File: src/rtl/tile_draw_sequencer_pkg.sv
// Shared types and constants for the frame draw sequencer: FSM states,
// pixel colours, play-field bounds and the lane-id to column mapping.
package tile_draw_sequencer_pkg;

  typedef enum logic [2:0] {
    IDLE,
    CLEAR,
    TILE_SEL,
    TILE_RUN,
    TILE_REL,
    MISS_RUN,
    MISS_REL,
    DONE
  } state_t;

  localparam logic [2:0] BG_COLOUR_DEF   = 3'b111;
  localparam logic [2:0] TILE_COLOUR_DEF = 3'b000;
  localparam logic [2:0] MISS_COLOUR_DEF = 3'b100;

  localparam int unsigned FIELD_X0_DEF = 120;
  localparam int unsigned FIELD_X1_DEF = 199;
  localparam int unsigned FIELD_Y1_DEF = 239;
  localparam int unsigned LANE_WIDTH   = 20;

  // Lanes 1..4 map to 20-pixel columns starting at the field's left edge.
  function automatic logic [8:0] lane_x0(input logic [2:0] id);
    if (id >= 3'd1 && id <= 3'd4)
      return 9'(FIELD_X0_DEF + LANE_WIDTH * (int'(id) - 1));
    return 9'(FIELD_X0_DEF);
  endfunction

endpackage

File: src/rtl/tile_draw_sequencer_if.sv
// Bundle of frame-request, painter handshake and VGA pixel-stream signals
// seen by the draw sequencer; master is the sequencer side.
interface tile_draw_sequencer_if #(
  parameter int unsigned NUM_TILES = 4
);
  logic                   frame_tick;
  logic [NUM_TILES-1:0]   tile_valid;
  logic [3*NUM_TILES-1:0] tile_line;
  logic [6*NUM_TILES-1:0] tile_offset;
  logic                   miss_valid;
  logic [2:0]             miss_lane;
  logic                   block_done;
  logic [8:0]             block_x;
  logic [7:0]             block_y;
  logic                   line_done;
  logic [8:0]             line_x;
  logic [7:0]             line_y;
  logic                   block_go;
  logic [2:0]             block_line_id;
  logic [5:0]             block_offset;
  logic                   line_go;
  logic [2:0]             line_id;
  logic [8:0]             vga_x;
  logic [7:0]             vga_y;
  logic [2:0]             vga_colour;
  logic                   vga_plot;
  logic                   busy;
  logic                   frame_done;

  modport master (
    input  frame_tick, tile_valid, tile_line, tile_offset, miss_valid, miss_lane,
    input  block_done, block_x, block_y, line_done, line_x, line_y,
    output block_go, block_line_id, block_offset, line_go, line_id,
    output vga_x, vga_y, vga_colour, vga_plot, busy, frame_done
  );

  modport slave (
    output frame_tick, tile_valid, tile_line, tile_offset, miss_valid, miss_lane,
    output block_done, block_x, block_y, line_done, line_x, line_y,
    input  block_go, block_line_id, block_offset, line_go, line_id,
    input  vga_x, vga_y, vga_colour, vga_plot, busy, frame_done
  );
endinterface

File: src/rtl/tile_draw_sequencer_field_clear_scan.sv
// Raster counter for the play-field clear: walks x across the field, then
// advances y, flagging the final bottom-right pixel.
module field_clear_scan #(
  parameter int unsigned X0 = 120,
  parameter int unsigned X1 = 199,
  parameter int unsigned Y1 = 239
) (
  input  logic       clock,
  input  logic       reset,
  input  logic       start,
  input  logic       step,
  output logic [8:0] cx,
  output logic [7:0] cy,
  output logic       last
);

  always_ff @(posedge clock or posedge reset) begin
    if (reset) begin
      cx <= '0;
      cy <= '0;
    end else if (start) begin
      cx <= 9'(X0);
      cy <= '0;
    end else if (step) begin
      if (cx == 9'(X1)) begin
        cx <= 9'(X0);
        cy <= cy + 8'd1;
      end else begin
        cx <= cx + 9'd1;
      end
    end
  end

  always_comb last = (cx == 9'(X1)) && (cy == 8'(Y1));

endmodule

File: src/rtl/tile_draw_sequencer.sv
// Per-frame draw controller: snapshots the tile list, clears the field, runs
// the block painter per valid tile and the lane painter for a miss.
module tile_draw_sequencer
  import tile_draw_sequencer_pkg::*;
#(
  parameter int unsigned NUM_TILES   = 4,
  parameter logic [2:0]  BG_COLOUR   = BG_COLOUR_DEF,
  parameter logic [2:0]  TILE_COLOUR = TILE_COLOUR_DEF,
  parameter logic [2:0]  MISS_COLOUR = MISS_COLOUR_DEF,
  parameter int unsigned FIELD_X0    = FIELD_X0_DEF,
  parameter int unsigned FIELD_X1    = FIELD_X1_DEF,
  parameter int unsigned FIELD_Y1    = FIELD_Y1_DEF
) (
  input logic                  clock,
  input logic                  reset,
  tile_draw_sequencer_if.master bus
);

  localparam int unsigned SLOT_W = $clog2(NUM_TILES + 1);

  state_t                 state;
  logic [SLOT_W-1:0]      slot;
  logic [NUM_TILES-1:0]   snap_valid;
  logic [3*NUM_TILES-1:0] snap_line;
  logic [6*NUM_TILES-1:0] snap_offset;
  logic                   snap_miss;
  logic [2:0]             snap_miss_lane;

  logic       cur_valid;
  logic [2:0] cur_line;
  logic [5:0] cur_offset;
  logic [8:0] cx;
  logic [7:0] cy;
  logic       clear_last;

  field_clear_scan #(
    .X0(FIELD_X0),
    .X1(FIELD_X1),
    .Y1(FIELD_Y1)
  ) u_clear (
    .clock (clock),
    .reset (reset),
    .start (state == IDLE && bus.frame_tick),
    .step  (state == CLEAR),
    .cx    (cx),
    .cy    (cy),
    .last  (clear_last)
  );

  // Slot index reaches NUM_TILES once the scan has passed the last slot.
  always_comb begin
    cur_valid  = 1'b0;
    cur_line   = '0;
    cur_offset = '0;
    for (int unsigned i = 0; i < NUM_TILES; i++) begin
      if (SLOT_W'(i) == slot) begin
        cur_valid  = snap_valid[i];
        cur_line   = snap_line[3*i +: 3];
        cur_offset = snap_offset[6*i +: 6];
      end
    end
  end

  always_ff @(posedge clock or posedge reset) begin
    if (reset) begin
      state             <= IDLE;
      slot              <= '0;
      snap_valid        <= '0;
      snap_line         <= '0;
      snap_offset       <= '0;
      snap_miss         <= 1'b0;
      snap_miss_lane    <= '0;
      bus.block_go      <= 1'b0;
      bus.block_line_id <= '0;
      bus.block_offset  <= '0;
      bus.line_go       <= 1'b0;
      bus.line_id       <= '0;
      bus.busy          <= 1'b0;
      bus.frame_done    <= 1'b0;
    end else begin
      case (state)
        IDLE: begin
          if (bus.frame_tick) begin
            snap_valid     <= bus.tile_valid;
            snap_line      <= bus.tile_line;
            snap_offset    <= bus.tile_offset;
            snap_miss      <= bus.miss_valid;
            snap_miss_lane <= bus.miss_lane;
            slot           <= '0;
            bus.busy       <= 1'b1;
            state          <= CLEAR;
          end
        end
        CLEAR: begin
          if (clear_last) state <= TILE_SEL;
        end
        TILE_SEL: begin
          if (slot == SLOT_W'(NUM_TILES)) begin
            if (snap_miss) begin
              bus.line_go <= 1'b1;
              bus.line_id <= snap_miss_lane;
              state       <= MISS_RUN;
            end else begin
              bus.frame_done <= 1'b1;
              state          <= DONE;
            end
          end else if (cur_valid) begin
            bus.block_line_id <= cur_line;
            bus.block_offset  <= cur_offset;
            bus.block_go      <= 1'b1;
            state             <= TILE_RUN;
          end else begin
            slot <= slot + SLOT_W'(1);
          end
        end
        TILE_RUN: begin
          if (bus.block_done) begin
            bus.block_go <= 1'b0;
            state        <= TILE_REL;
          end
        end
        TILE_REL: begin
          slot  <= slot + SLOT_W'(1);
          state <= TILE_SEL;
        end
        MISS_RUN: begin
          if (bus.line_done) begin
            bus.line_go <= 1'b0;
            state       <= MISS_REL;
          end
        end
        MISS_REL: begin
          bus.frame_done <= 1'b1;
          state          <= DONE;
        end
        DONE: begin
          bus.frame_done <= 1'b0;
          bus.busy       <= 1'b0;
          state          <= IDLE;
        end
        default: state <= IDLE;
      endcase
    end
  end

  // The go registers are high exactly during their RUN states, so painter
  // pixels pass through with no added latency.
  always_comb begin
    bus.vga_x      = '0;
    bus.vga_y      = '0;
    bus.vga_colour = '0;
    bus.vga_plot   = 1'b0;
    if (state == CLEAR) begin
      bus.vga_x      = cx;
      bus.vga_y      = cy;
      bus.vga_colour = BG_COLOUR;
      bus.vga_plot   = 1'b1;
    end else if (bus.block_go) begin
      bus.vga_x      = bus.block_x;
      bus.vga_y      = bus.block_y;
      bus.vga_colour = TILE_COLOUR;
      bus.vga_plot   = ~bus.block_done;
    end else if (bus.line_go) begin
      bus.vga_x      = bus.line_x;
      bus.vga_y      = bus.line_y;
      bus.vga_colour = MISS_COLOUR;
      bus.vga_plot   = ~bus.line_done;
    end
  end

endmodule

File: src/flat_wrapper.sv
// flat-port wrapper written by rule: the top's interface ports become plain ports
module tile_draw_sequencer_flat import tile_draw_sequencer_pkg::*;
#(
  parameter int unsigned NUM_TILES   = 4,
  parameter logic [2:0]  BG_COLOUR   = BG_COLOUR_DEF,
  parameter logic [2:0]  TILE_COLOUR = TILE_COLOUR_DEF,
  parameter logic [2:0]  MISS_COLOUR = MISS_COLOUR_DEF,
  parameter int unsigned FIELD_X0    = FIELD_X0_DEF,
  parameter int unsigned FIELD_X1    = FIELD_X1_DEF,
  parameter int unsigned FIELD_Y1    = FIELD_Y1_DEF
)
  (clock, reset, bus_frame_tick, bus_tile_valid, bus_tile_line, bus_tile_offset, bus_miss_valid, bus_miss_lane, bus_block_done, bus_block_x, bus_block_y, bus_line_done, bus_line_x, bus_line_y, bus_block_go, bus_block_line_id, bus_block_offset, bus_line_go, bus_line_id, bus_vga_x, bus_vga_y, bus_vga_colour, bus_vga_plot, bus_busy, bus_frame_done);
  tile_draw_sequencer_if #(.NUM_TILES(NUM_TILES)) bus_i ();
  input logic clock;
  input logic reset;
  input wire logic [$bits(bus_i.frame_tick)-1:0] bus_frame_tick;
  input wire logic [$bits(bus_i.tile_valid)-1:0] bus_tile_valid;
  input wire logic [$bits(bus_i.tile_line)-1:0] bus_tile_line;
  input wire logic [$bits(bus_i.tile_offset)-1:0] bus_tile_offset;
  input wire logic [$bits(bus_i.miss_valid)-1:0] bus_miss_valid;
  input wire logic [$bits(bus_i.miss_lane)-1:0] bus_miss_lane;
  input wire logic [$bits(bus_i.block_done)-1:0] bus_block_done;
  input wire logic [$bits(bus_i.block_x)-1:0] bus_block_x;
  input wire logic [$bits(bus_i.block_y)-1:0] bus_block_y;
  input wire logic [$bits(bus_i.line_done)-1:0] bus_line_done;
  input wire logic [$bits(bus_i.line_x)-1:0] bus_line_x;
  input wire logic [$bits(bus_i.line_y)-1:0] bus_line_y;
  output wire logic [$bits(bus_i.block_go)-1:0] bus_block_go;
  output wire logic [$bits(bus_i.block_line_id)-1:0] bus_block_line_id;
  output wire logic [$bits(bus_i.block_offset)-1:0] bus_block_offset;
  output wire logic [$bits(bus_i.line_go)-1:0] bus_line_go;
  output wire logic [$bits(bus_i.line_id)-1:0] bus_line_id;
  output wire logic [$bits(bus_i.vga_x)-1:0] bus_vga_x;
  output wire logic [$bits(bus_i.vga_y)-1:0] bus_vga_y;
  output wire logic [$bits(bus_i.vga_colour)-1:0] bus_vga_colour;
  output wire logic [$bits(bus_i.vga_plot)-1:0] bus_vga_plot;
  output wire logic [$bits(bus_i.busy)-1:0] bus_busy;
  output wire logic [$bits(bus_i.frame_done)-1:0] bus_frame_done;
  assign bus_i.frame_tick = bus_frame_tick;
  assign bus_i.tile_valid = bus_tile_valid;
  assign bus_i.tile_line = bus_tile_line;
  assign bus_i.tile_offset = bus_tile_offset;
  assign bus_i.miss_valid = bus_miss_valid;
  assign bus_i.miss_lane = bus_miss_lane;
  assign bus_i.block_done = bus_block_done;
  assign bus_i.block_x = bus_block_x;
  assign bus_i.block_y = bus_block_y;
  assign bus_i.line_done = bus_line_done;
  assign bus_i.line_x = bus_line_x;
  assign bus_i.line_y = bus_line_y;
  assign bus_block_go = bus_i.block_go;
  assign bus_block_line_id = bus_i.block_line_id;
  assign bus_block_offset = bus_i.block_offset;
  assign bus_line_go = bus_i.line_go;
  assign bus_line_id = bus_i.line_id;
  assign bus_vga_x = bus_i.vga_x;
  assign bus_vga_y = bus_i.vga_y;
  assign bus_vga_colour = bus_i.vga_colour;
  assign bus_vga_plot = bus_i.vga_plot;
  assign bus_busy = bus_i.busy;
  assign bus_frame_done = bus_i.frame_done;
  tile_draw_sequencer #(.NUM_TILES(NUM_TILES), .BG_COLOUR(BG_COLOUR), .TILE_COLOUR(TILE_COLOUR), .MISS_COLOUR(MISS_COLOUR), .FIELD_X0(FIELD_X0), .FIELD_X1(FIELD_X1), .FIELD_Y1(FIELD_Y1)) u_core (.clock(clock), .reset(reset), .bus(bus_i));
endmodule
File: config.mk
export PLATFORM = sky130hd
export DESIGN_NAME = tile_draw_sequencer_flat
export DESIGN_NICKNAME = d
export VERILOG_FILES = /design/src/rtl/tile_draw_sequencer_pkg.sv /design/src/rtl/tile_draw_sequencer_if.sv /design/src/rtl/tile_draw_sequencer_field_clear_scan.sv /design/src/rtl/tile_draw_sequencer.sv /design/src/flat_wrapper.sv
export SDC_FILE = /design/constraint.sdc
export NUM_CORES = 1
export LEC_CHECK = 0
export CORE_ASPECT_RATIO = 1.25
export CORE_MARGIN = 2
export CORE_UTILIZATION = 25
export CTS_CLUSTER_DIAMETER = 60
export DETAILED_ROUTE_END_ITERATION = 8
export PLACE_DENSITY = 0.56
export SLEW_MARGIN = 20
export SYNTH_ARGS = -nofsm -noshare
export SYNTH_HDL_FRONTEND = slang
export SYNTH_SLANG_ARGS = --single-unit
File: constraint.sdc
create_clock -name clock -period 3.2 [get_ports clock]
set_input_delay 0.32 -clock clock [delete_from_list [all_inputs] [get_ports clock]]
set_output_delay 0.32 -clock clock [all_outputs]
set_load 0.03 [all_outputs]
==> flow_metrics.tcl, run 1 <==
set metrics [dict create \
    status "completed" \
    drive_gt1_share_pct 14.63 \
    grt.total_usage_pct 12.50 \
    critPathMaxStageDelay_ns 0.69 \
    yosys.area.top_type "dfrtp_1" \
    syn-num-nets 521 \
    worst_pin_slew_ns 0.7697 \
    switching_share_pct 39.40 \
    portBuffers 119 \
    synth_area_leaders "dfrtp_1 48%, mux2_2 11%, nand2_1 4.4%, a22oi_1 4.3%, a21oi_1 3.4%" \
    path_class "reg -> out" \
    endpoint_kind "output port" \
    path_cells "nor2_1, nand2_2, inv_1, buf_6, nand2_1, o21ai_0, clkdlybuf4s50_1" \
    hpwl_mm 8.113 \
    viasPerCell 4.631 \
    cts_root_buf "clkbuf_16" \
    start_kind "flip-flop" \
    grt_pass1_vias 3593 \
    layout_common_cells "118 x clkdlybuf4s50_1, 83 x dfrtp_1, 51 x nand2_1, 41 x mux2_2, 32 x nor2_1" \
    overflow 0 \
    htree_levels 3 \
    multi_input_area_sq_um 1996 \
    numClockSinks 83 \
    nNetsFinal 632 \
    cp_max_fo 41 \
    irDropWorstVdd_uv 368.5 \
    wirelength_mm 11.04 \
    final.setup.tns_ns 0 \
    dp_slack_ns 0.6086 \
    drv_slew 0 \
    synth_cell_types 49 \
    ctsResizeCount 0 \
    synth_top_area_share_pct 48.09 \
    dieArea_sq_um 18350 \
    antenna_found_initial 0 \
    fillCellCount 1755 \
    io_pins 120 \
    num_vias 3552 \
    post-route-min-period_ns 2.843 \
    cts_tree "yes" \
    hold_violations 0 \
    crit_arrival_ns 2.52 \
    clk-insertion-delay-late_ns 0.33 \
    synth.avg_cell_area_sq_um 10.02 \
    postCtsSetupBuffers 0 \
    grt_max_degree 48 \
    grt_pass1_wl_mm 18.14 \
    coreArea_sq_um 16840 \
    gp_congestion 0.8316 \
    finish.utilization_pct 35.83 \
    slowest_stage "clkdlybuf4s50_1" \
    hp-class "in -> async" \
    p_clk_share_pct 19.5 \
    cts_hold_buf 0 \
    drtIter0Drc 156 \
    synth-edff-count 0 \
    setup_slack_ns 0.3573 \
    required_ns 2.88 \
    p_per_area_nw_per_um2 941.4 \
    timing.final.crit_share_pct 88.84 \
    drc 0 \
    fp.dieH_um 151.0 \
    max_freq_ghz 0.3518 \
    p_int_mw 3.444 \
    netSwitchingPower_mw 2.239 \
    rsz0062_at_grt "false" \
    ant_nets 0 \
    area_delta_synth_final_pct 39.75 \
    diodes 0 \
    core.rowCount 53 \
    ys.warnings.count 0 \
    numCtsBuffers 9 \
    synth_area_sq_um 4319 \
    ys_seq_elements 83 \
    cts.clk_slew.worst_paths_ns 0.06 \
    syn_inst 431 \
    wl_per_cell_um 14.40 \
    seq_power_share_pct 30.6 \
    pwr-share-comb_pct 49.9 \
    drv_cap 0 \
    synth-seq-area-share_pct 48.09 \
    synth_ff_type "dfrtp_1" \
    die_w_um 121.6 \
    leakage_nw 2.432 \
    maxSlewHeadroom_pct 48.68 \
    final_common_cell "clkdlybuf4s50_1" \
    async_flop_share_pct 100.0 \
    first_pass_iters 4 \
    clk_path_buf_depth 2 \
    start_util_pct 25.64 \
    final-setup-viol-count 0 \
    final.setup_skew_ns 0.005121 \
    ff_latch_area_sq_um 2077 \
]
==> synthesized netlist by cell type, types with 2 or more instances <==
cell type,instances
dfrtp_1,83
nand2_1,51
nor2_1,32
a22oi_1,25
o21bai_1,2
nor3b_1,2
clkbuf_1,14
buf_6,3
a21oi_1,29
mux2_2,41
o221ai_1,2
nor4_2,2
a31oi_1,3
buf_2,6
inv_1,20
a221oi_1,10
ha_1,7
o21ai_0,29
nand4_1,3
buf_4,2
a211o_1,2
xor2_1,7
nor2b_1,10
nand3_1,8
nor3_1,4
nor4_1,2
nand3b_1,2
buf_1,2
xnor2_1,5
o22ai_1,2
clkbuf_8,3
==> power groups by stage <==
stage	sequential, mW	clock (mW)	combinational [mW]
floorplan	1.80	0	1.91
global placement	1.74	0	2.81
detailed placement	1.76	0	2.85
CTS	1.74	1.15	2.86
global route	1.80	1.19	3.13
finish	1.74	1.11	2.84
==> area by class of cell <==
| class | count | share of cell area [%] |
|---|---|---|
| well taps | 220 | 4.561 |
| clock buffers | 10 | 3.794 |
| inverters | 20 | 1.265 |
| clock inverters | 6 | 1.493 |
| flip-flops and latches | 83 | 34.41 |
| repair buffers | 130 | 21.41 |
| multi-input cells | 298 | 33.06 |
==> worst paths after layout <==
path / cells past startpoint / slack [ns] / to / start
max: 7 / 0.36 / bus_vga_x[7] / u_core.state[1]$_DFFE_PP0P_
min: 2 / 0.40 / u_core.bus.block_line_id[2]$_DFFE_PP0P_ / reset
max reg2reg: 7 / 0.62 / u_core.slot[1]$_DFFE_PP0P_ / u_core.slot[1]$_DFFE_PP0P_
min reg2reg: 1 / 0.50 / u_core.snap_offset[4]$_DFFE_PP0P_ / u_core.snap_offset[4]$_DFFE_PP0P_
max in group asynchronous: 3 / 2.12 / u_core.snap_offset[21]$_DFFE_PP0P_ / reset
min in group clock: 1 / 0.50 / u_core.snap_offset[4]$_DFFE_PP0P_ / u_core.snap_offset[4]$_DFFE_PP0P_
==> cell families after synthesis <==
| logic type | synth area share, % |
|---|---|
| AOI/OAI and AO/OA | 16.43 |
| and+or+nand+nor | 14.08 |
| muxes | 11.04 |
| buffers and inverters | 5.910 |
| xor gates and xnor gates | 2.433 |
| adders and majority gates | 2.028 |
| DFF | 48.09 |
==> per-layer routing <==
metal  routed length, um  global-route usage (%)  vias to the layer above
li1                    -                       -                     1747
met1                4854                   15.46                     1680
met2                5424                   21.69                      117
met3                 679                   3.050                        8
met4                  85                   3.448                        0
met5                   0                       0                        -
==> flip-flops by register name, indices dropped and copies added (netlist names), 3 cells and up <==
name	count
u_core.snap_offset	24
u_core.snap_line	12
u_core.u_clear.cx	9
u_core.u_clear.cy	8
u_core.bus.block_offset	6
u_core.snap_valid	4
u_core.bus.block_line_id	3
u_core.bus.line_id	3
u_core.slot	3
u_core.snap_miss_lane	3
u_core.state	3
==> per-stage QoR <==
stage / power (mW) / hold slack, ns / instances / cell area (sq um)
2_1_floorplan: 3.715 / 0.4121 / 431 / 4319
3_3_place_gp: 4.553 / 0.4847 / 751 / 5710
3_5_place_dp: 4.614 / 0.4911 / 751 / 5710
4_1_cts: 5.752 / 0.4144 / 767 / 6030
5_1_grt: 6.124 / 0.4698 / 767 / 6036
6_report: 5.682 / 0.4032 / 767 / 6036
==> worst max-delay path, delay by kind of cell (launching register included) <==
kind / cells / cell delay (ns)
simple gates: 3 / 0.54
buf+inv: 3 / 1.04
flops: 1 / 0.52
compound gates: 1 / 0.09
(Power assumes the default switching activity.)
==> run 2: changes to the inputs <==
--- a/config.mk
+++ b/config.mk
@@ -7,10 +7,10 @@
 export LEC_CHECK = 0
 export CORE_ASPECT_RATIO = 1.25
 export CORE_MARGIN = 2
-export CORE_UTILIZATION = 25
+export CORE_UTILIZATION = 48
 export CTS_CLUSTER_DIAMETER = 60
 export DETAILED_ROUTE_END_ITERATION = 8
-export PLACE_DENSITY = 0.56
+export PLACE_DENSITY = 0.89
 export SLEW_MARGIN = 20
 export SYNTH_ARGS = -nofsm -noshare
 export SYNTH_HDL_FRONTEND = slang
==> run 2 against run 1 <==
Against the previous run: die area shrank 47%; wire length down 3.9%; worst hold slack lost 0.0051 ns; via count increased by 1.9%; utilization increased by 31 points; design area is 4.2% lower; critical path depth is the same; total power down 5.1%.
==> flow_metrics.tcl, run 2 (synthesis gave the netlist of run 1 again) <==
set metrics [dict create \
    hpwl_mm 7.941 \
    final.setup_skew_ns 0.01202 \
    wl_per_cell_um 15.93 \
    top_register "u_core.snap_offset" \
    hold_violations 0 \
    largest_reg_flops 24 \
    multi_input_area_sq_um 1996 \
    clk-insertion-delay-late_ns 0.36 \
    rsz0062_at_grt "false" \
    endpoint_kind "output port" \
    drtIter0Drc 300 \
    worst_pin_slew_ns 0.7685 \
    fillCellCount 691 \
    first_pass_iters 4 \
    cts_root_buf "clkbuf_8" \
    core.rowCount 38 \
    drv_slew 0 \
    maxSlewHeadroom_pct 48.71 \
    dieArea_sq_um 9778 \
    portBuffers 119 \
    highest_layer "met4" \
    grt_pass1_vias 3561 \
    cts_hold_buf 0 \
    start_util_pct 49.64 \
    drive_gt1_share_pct 14.47 \
    layout_common_cells "119 x clkdlybuf4s50_1, 83 x dfrtp_1, 51 x nand2_1, 41 x mux2_2, 32 x nor2_1" \
    ant_nets 0 \
    required_ns 2.88 \
    met2_length_mm 5.349 \
    clk_path_buf_depth 2 \
    max_freq_ghz 0.3378 \
    cts_tree "yes" \
    start_kind "flip-flop" \
    irDropWorstVdd_uv 474.0 \
    leakage_nw 2.357 \
    cp_max_fo 41 \
    grt.total_usage_pct 22.29 \
    fp.dieH_um 110.1 \
    ctsResizeCount 0 \
    final.setup.tns_ns 0 \
    nNetsFinal 631 \
    p_per_area_nw_per_um2 932.2 \
    htree_levels 3 \
    drc 0 \
    grt_max_degree 44 \
    final_common_cell "clkdlybuf4s50_1" \
    area_delta_synth_final_pct 33.86 \
    postCtsSetupBuffers 0 \
    status "completed" \
    ff_latch_area_sq_um 2077 \
    die_w_um 88.85 \
    post-route-min-period_ns 2.961 \
    antenna_found_initial 0 \
    numClockSinks 83 \
    cts.clk_slew.worst_paths_ns 0.09 \
    final-setup-viol-count 0 \
    finish.utilization_pct 66.45 \
    grt_pass1_wl_mm 16.60 \
    drv_cap 0 \
    hp-class "in -> async" \
    wl_met1_mm 4.290 \
    timing.final.crit_share_pct 92.52 \
    reg_top3 "u_core.snap_offset x24, u_core.snap_line x12, u_core.u_clear.cx x9" \
    numCtsBuffers 9 \
    overflow 0 \
    num_vias 3621 \
    io_pins 120 \
    coreArea_sq_um 8701 \
    crit_arrival_ns 2.64 \
    wirelength_mm 10.61 \
    gp_congestion 0.9270 \
    path_class "reg -> out" \
    diodes 0 \
    viasPerCell 5.437 \
    wl_met3_um 703 \
]
==> run 2: cell type report <==
| class | instances | share of cell area [%] |
|---|---|---|
| clock inverters | 6 | 1.536 |
| multi-input cells | 298 | 34.52 |
| inverters | 20 | 1.320 |
| flip-flops and latches | 83 | 35.92 |
| clock buffers | 10 | 2.207 |
| well taps | 120 | 2.597 |
| repair buffers | 129 | 21.90 |
==> run 2: worst max-delay path, stage by stage, from the launching register on <==
cell	delay, ns
dfrtp_1	0.53
nor2_1	0.26
nand2_2	0.16
inv_1	0.10
buf_4	0.32
nand2_1	0.10
o21ai_0	0.10
clkdlybuf4s50_1	0.71
==> run 2: metal layers <==
metal / vias up / track usage (%)
li1: 1742 / -
met1: 1723 / 25.66
met2: 134 / 38.86
met3: 22 / 5.138
met4: 0 / 10.39
met5: - / 0
==> run 2: path summary, 6_finish.rpt <==
path                                              startpoint                           endpoint  slack (ns)  cells after the start
min reg2reg                u_core.bus.line_id[0]$_DFFE_PP0P_  u_core.bus.line_id[0]$_DFFE_PP0P_        0.51                      1
min in group clock         u_core.bus.line_id[0]$_DFFE_PP0P_  u_core.bus.line_id[0]$_DFFE_PP0P_        0.51                      1
max reg2reg                       u_core.slot[1]$_DFFE_PP0P_         u_core.slot[0]$_DFFE_PP0P_        0.69                      7
max                              u_core.state[1]$_DFFE_PP0P_                       bus_vga_y[3]        0.24                      7
max in group asynchronous                              reset  u_core.bus.line_id[1]$_DFFE_PP0P_        2.03                      3
min                                                    reset   u_core.snap_line[11]$_DFFE_PP0P_        0.40                      2
==> run 2: stage by stage <==
stage                     area [sq um]  cells  hold WS (ns)  setup WS, ns  total power, mW
final                             5782    666        0.3981        0.2393            5.390
after global routing              5782    666        0.4466       0.03300            5.760
after CTS                         5782    666        0.4183        0.2504            5.413
after detailed placement          5565    650        0.4918        0.6440            4.587
after global placement            5565    650        0.4840        0.7170            4.469
after floorplan                   4319    431        0.4121        0.7432            3.715
==> run 2: where the power goes <==
group          total [mW]  leakage [nW]  internal (mW)  switching (mW)
clock network       0.818         0.103          0.441           0.378
logic                2.78          1.25           1.27            1.51
registers            1.80          1.01           1.46           0.332
total                5.39          2.36           3.17            2.22
